**src/rtl/instr_fetch_reg.sv**
```systemverilog
// -----------------------------------------------------------------------------
// instr_fetch_reg
// Instruction fetch sequencer plus instruction register (IR). It issues one
// request per fetch to the instruction memory, waits a variable latency for
// the in-order response, latches the 32-bit instruction with its PC and
// exposes the decoded register/opcode fields to the sign-extender and the
// control unit. It supports flush, fetch timeout and misaligned-PC reporting.
//
// Ports
//   clk          in   system clock, all state updates on the rising edge
//   reset        in   synchronous active-high reset
//   fetch_en     in   control unit requests a fetch at pc_in (ignored when busy)
//   pc_in        in   64-bit fetch address
//   flush        in   abandon any in-flight fetch
//   imem_req     out  one-cycle request strobe to instruction memory
//   imem_addr    out  registered request address
//   imem_rdata   in   memory response data
//   imem_valid   in   response strobe, responses return in order
//   instr        out  IR contents
//   instr_pc     out  PC of the instruction held in the IR
//   opcode/rd/funct3/rs1/rs2/funct7  out  combinational slices of the IR
//   instr_valid  out  one-cycle pulse when the IR has been newly loaded
//   busy         out  high while a fetch is in progress (REQ or WAIT)
//   misaligned   out  one-cycle pulse after fetch_en with pc_in[1:0] != 0
//   fetch_err    out  one-cycle pulse after a fetch timed out
// -----------------------------------------------------------------------------
module instr_fetch_reg #(
   parameter logic [63:0] RESET_PC  = 64'h0,
   parameter int          TIMEOUT   = 16,
   parameter logic [31:0] NOP_INSTR = 32'h00000013
) (
   input  logic        clk,
   input  logic        reset,
   input  logic        fetch_en,
   input  logic [63:0] pc_in,
   input  logic        flush,
   output logic        imem_req,
   output logic [63:0] imem_addr,
   input  logic [31:0] imem_rdata,
   input  logic        imem_valid,
   output logic [31:0] instr,
   output logic [63:0] instr_pc,
   output logic [6:0]  opcode,
   output logic [4:0]  rd,
   output logic [2:0]  funct3,
   output logic [4:0]  rs1,
   output logic [4:0]  rs2,
   output logic [6:0]  funct7,
   output logic        instr_valid,
   output logic        busy,
   output logic        misaligned,
   output logic        fetch_err
);

   localparam int            CW      = $clog2(TIMEOUT + 1);
   localparam logic [CW-1:0] TO_LAST = CW'(TIMEOUT);

   typedef enum logic [1:0] {S_IDLE, S_REQ, S_WAIT} state_t;

   state_t        r_state;
   state_t        w_next;
   logic [31:0]   r_instr;
   logic [63:0]   r_instr_pc;
   logic [63:0]   r_imem_addr;
   logic [CW-1:0] r_cnt;
   logic          r_drop;        // one stale response still owed by memory
   logic          r_instr_valid;
   logic          r_misaligned;
   logic          r_fetch_err;

   logic [CW-1:0] w_cnt_inc;
   logic          w_fetch_ok;
   logic          w_misalign;
   logic          w_accept;
   logic          w_timeout;

   assign w_cnt_inc  = r_cnt + CW'(1);
   assign w_fetch_ok = (r_state == S_IDLE) && fetch_en && (pc_in[1:0] == 2'b00);
   assign w_misalign = (r_state == S_IDLE) && fetch_en && (pc_in[1:0] != 2'b00);
   // A response is only ours when no stale one is outstanding and no flush
   // is abandoning the fetch in the same cycle.
   assign w_accept   = (r_state == S_WAIT) && imem_valid && !r_drop && !flush;
   // Flush wins over timeout; a discarded stale response does not count as
   // an accepted one, so the timeout can still fire in that cycle.
   assign w_timeout  = (r_state == S_WAIT) && !flush && !w_accept &&
                       (w_cnt_inc == TO_LAST);

   // State register
   always_ff @(posedge clk) begin
      if (reset) r_state <= S_IDLE;
      else       r_state <= w_next;
   end

   // Next-state logic
   always_comb begin
      w_next = r_state;
      case (r_state)
         S_IDLE:  if (w_fetch_ok) w_next = S_REQ;
         S_REQ:   w_next = flush ? S_IDLE : S_WAIT;
         S_WAIT:  if (flush || w_accept || w_timeout) w_next = S_IDLE;
         default: w_next = S_IDLE;
      endcase
   end

   // Outputs decoded from state
   always_comb begin
      imem_req = (r_state == S_REQ);
      busy     = (r_state != S_IDLE);
   end

   // IR, address, counter, stale tracking and registered pulses
   always_ff @(posedge clk) begin
      if (reset) begin
         r_instr       <= NOP_INSTR;
         r_instr_pc    <= RESET_PC;
         r_imem_addr   <= 64'h0;
         r_cnt         <= '0;
         r_drop        <= 1'b0;
         r_instr_valid <= 1'b0;
         r_misaligned  <= 1'b0;
         r_fetch_err   <= 1'b0;
      end else begin
         r_instr_valid <= w_accept;
         r_misaligned  <= w_misalign;
         r_fetch_err   <= w_timeout;

         if (w_fetch_ok) r_imem_addr <= pc_in;

         if (w_accept) begin
            r_instr    <= imem_rdata;
            r_instr_pc <= r_imem_addr;
         end

         if (r_state == S_REQ)       r_cnt <= '0;
         else if (r_state == S_WAIT) r_cnt <= w_cnt_inc;

         case (r_state)
            S_IDLE: begin
               if (imem_valid) r_drop <= 1'b0;
            end
            S_REQ: begin
               // The request goes out even when flushed, so its reply is owed.
               if (flush)           r_drop <= 1'b1;
               else if (imem_valid) r_drop <= 1'b0;
            end
            S_WAIT: begin
               if (flush) begin
                  // With a simultaneous response the reply is consumed here.
                  if (!imem_valid) r_drop <= 1'b1;
               end else if (w_timeout) begin
                  r_drop <= 1'b1;
               end else if (imem_valid) begin
                  r_drop <= 1'b0;
               end
            end
            default: r_drop <= r_drop;
         endcase
      end
   end

   assign instr       = r_instr;
   assign instr_pc    = r_instr_pc;
   assign imem_addr   = r_imem_addr;
   assign instr_valid = r_instr_valid;
   assign misaligned  = r_misaligned;
   assign fetch_err   = r_fetch_err;

   assign opcode = r_instr[6:0];
   assign rd     = r_instr[11:7];
   assign funct3 = r_instr[14:12];
   assign rs1    = r_instr[19:15];
   assign rs2    = r_instr[24:20];
   assign funct7 = r_instr[31:25];

endmodule

```
**config.mk**
```make
export PLATFORM = sky130hd
export DESIGN_NAME = instr_fetch_reg
export DESIGN_NICKNAME = d
export VERILOG_FILES = /design/src/rtl/instr_fetch_reg.sv
export SDC_FILE = /design/constraint.sdc
export NUM_CORES = 1
export LEC_CHECK = 0
export BUFFER_PORTS_ARGS = -buffer_cell sky130_fd_sc_hd__buf_4
export CORE_MARGIN = 2
export CORE_UTILIZATION = 46
export DETAILED_ROUTE_END_ITERATION = 6
export HOLD_SLACK_MARGIN = 0.06
export PLACE_DENSITY = 0.79
export REMOVE_ABC_BUFFERS = 1
export SLEW_MARGIN = 25
export SYNTH_ARGS = -nofsm -noshare
export SYNTH_HDL_FRONTEND = slang
export SYNTH_SLANG_ARGS = --single-unit
```
**constraint.sdc**
```tcl
create_clock -name clk -period 1.8 [get_ports clk]
set_input_delay 0.27 -clock clk [delete_from_list [all_inputs] [get_ports clk]]
set_output_delay 0.27 -clock clk [all_outputs]
set_load 0.03 [all_outputs]
```
==> flow_summary.yaml <==
clock_tree:
  worst_skew_pair.late_latency_ns: 0.42
  cts-root-buf: "clkbuf_16"
  clock-sinks: 171
  path_clk_slew_ns: 0.06
  cts_tree: "built"
  clock_path_buffers: 2
  cts_buffers: 17
  h-tree-depth: 4
critical_path:
  cp.arrival_ns: 1.97
  end_kind: "flip-flop"
  cp.required_ns: 2.09
  path_class: "flip-flop to flip-flop"
  startpoint_type: "flip-flop"
  crit_fanout: 54
timing:
  rsz0062_at_grt: "false"
  holdWs_ns: 0.07867
  hold_violations: 0
  max_slew_margin: 0.7434
  setup_viol: 0
  post-route-worst-setup-slack_ns: 0.1195
  fmax_ghz: 0.5951
  drv_slew: 0
  post-route-min-period_ns: 1.680
  post-route-period-util: 0.9336
  worst_slew_pin_slew_ns: 0.3848
  finClkSkew_ns: 0.01110
yosys:
  synth_edf_count: 0
  synth_top_cell_by_area: "dfxtp_1"
  ys_ff_latch: 171
  synthArstFlopShare: 0
  yosysWarnings: 0
  muxShareOfSynthArea: 0.006472
  synth_fa_ha_area_frac: 0.009806
  synth_area_leaders: "dfxtp_1 54%, nand2_1 19%, a21oi_1 12%"
  syn_area_um2: 6380
  synth.most_common_cell: "nand2_1"
  synth_compound_area_frac: 0.1339
  syn_inst: 795
  synth-xor-area-share: 0.005491
  synthTopCellsByCount: "319 x nand2_1, 171 x dfxtp_1, 156 x a21oi_1"
  ys.flop_type: "dfxtp_1"
  syn_avg_cell_area_um2: 8.025
  synth-seq-area-share: 0.5366
  netlist.area_leader.share: 0.5366
  synth_top_family_by_area: "simple AND/OR/NAND/NOR gates"
  yosysUniqueCellTypes: 38
  yosys.area_share.simple: 0.2251
placement:
  place_congestion: 0.8671
  port_buffers: 297
  dp_hpwl_mm: 12.30
  detailedPlace.worstSlack_ns: 0.08483
routing:
  wl_mm: 18.00
  vias_per_cell: 4.959
  drc_errors: 0
  drtPass1Iterations: 5
  postRouteAntennaNets: 0
  drtIter0Drc: 375
  post_drt_wl_per_cell_um: 14.57
  num_vias: 6124
global_route:
  antenna_found_initial: 0
  track_usage: 0.2352
  grt_pass1_vias: 5516
  grt_pass1_wl_mm: 27.50
  grt_max_degree: 90
  grt_overflow: 0
floorplan:
  io-pin-count: 298
  die_h_um: 121.8
  core_um2: 13720
  start_util: 0.4650
  row_count: 43
  die_x_um: 121.8
  die_area_um2: 14830
pwr:
  peakVddDrop_v: 0.0006384
  power_density_nw_per_um2: 857.4
  leakage_nw: 3.852
final_layout:
  syn_to_final_growth_pct: 43.42
  antenna-diode-count: 0
  nets: 1150
  regArea_um2: 3425
  n_fill_cell: 1196
  multi_input_comb_area_um2: 2456
  drive_gt1_frac: 0.3355
run:
  maxCapViolCount: 0
run_status:
  outcome: "completed"
hold_path:
  hold_path.class: "input port to flip-flop"
## cell usage in the layout (no fill, tap or decap), drive strengths merged, types with 2 or more instances in the layout
master | netlist | routed
nand2b | 3 | 3
dfxtp | 171 | 171
nor2 | 4 | 4
a21oi | 156 | 156
nor3b | 2 | 2
nand2 | 319 | 319
clkbuf | 32 | 24
nand3b | 4 | 4
dlygate4sd3 | 0 | 2
mux2i | 3 | 3
xor2 | 3 | 3
clkinv | 0 | 4
buf | 54 | 313
inv | 4 | 5
nand4 | 3 | 3
and3 | 2 | 2
nor3 | 10 | 10
nand3 | 3 | 3
or3 | 2 | 2
ha | 5 | 5
## metal layers
metal / track usage / vias to the layer above / share of wire
met4: 0.08190 / 0 / 0.021
met3: 0.07069 / 27 / 0.072
met1: 0.2756 / 2823 / 0.41
met5: 0 / - / 0
met2: 0.4082 / 232 / 0.50
li1: - / 3042 / -
## layout make-up
type | instances | share of cell area
clock buffers | 23 | 0.05114
clock inverters | 7 | 0.007247
inverters | 4 | 0.001641
multi-input cells | 534 | 0.2684
flip-flops and latches | 171 | 0.3743
well taps | 180 | 0.02461
repair buffers | 316 | 0.2727
## sequential cells by signal, indices dropped and copies added (netlist names)
signal	flops
fetch_err	1
imem_addr	64
instr	32
instr_pc	64
instr_valid	1
misaligned	1
r_cnt	5
r_drop	1
r_state	2
## critical path: stages (launching register included)
cell and delay (ns):
dfxtp_1 0.31, inv_1 0.09, ha_2 0.26, nand2b_4 0.09
or3_4 0.37, buf_12 0.19, nand2_1 0.13, a21oi_1 0.08
## timing repair
action	CTS	global route
resized for setup	0	3
endpoints found under the setup margin	0	18
setup buffers	0	1
hold buffers	2	0
endpoints found under the hold margin	2	0
## through the flow
| step | utilization | total power [mW] | std cells | area, µm² | setup TNS, ns |
|---|---|---|---|---|---|
| after CTS | 0.6632 | 7.906 | 1233 | 9099 | 0 |
| after global routing | 0.6669 | 8.120 | 1235 | 9150 | 0 |
| after detailed placement | 0.6228 | 4.553 | 1201 | 8544 | 0 |
| after global placement | 0.6228 | 4.547 | 1201 | 8544 | 0 |
| final | 0.6669 | 7.845 | 1235 | 9150 | 0 |
| after floorplan | - | 4.174 | 709 | 5868 | -358.16 |
## final timing paths
check / startpoint / to / slack (ns) / depth (start not counted)
max: r_state[0]$_SDFFE_PP0P_ / instr_pc[34]$_SDFFE_PP0P_ / 0.12 / 7
min: imem_rdata[1] / instr[1]$_SDFFE_PP1P_ / 0.08 / 3
min reg2reg: instr_pc[35]$_SDFFE_PP0P_ / instr_pc[35]$_SDFFE_PP0P_ / 0.45 / 2
max reg2reg: r_state[0]$_SDFFE_PP0P_ / instr_pc[34]$_SDFFE_PP0P_ / 0.12 / 7
## kinds of logic after synthesis
kind of cell,count (synthesis)
flip-flops,171
multiplexers,4
AND/OR/NAND/NOR,356
adder cells (fa/ha/maj),5
XOR/XNOR,4
AO/OA/AOI/OAI,165
buffers and inverters,90
## report_power, final
group	total [mW]	switching (mW)	internal (mW)
logic	0.597	0.323	0.274
registers	3.88	0.0403	3.84
clock network	3.37	1.41	1.96
total	7.85	1.78	6.07
Note: power is estimated with default switching activity, not from simulation.
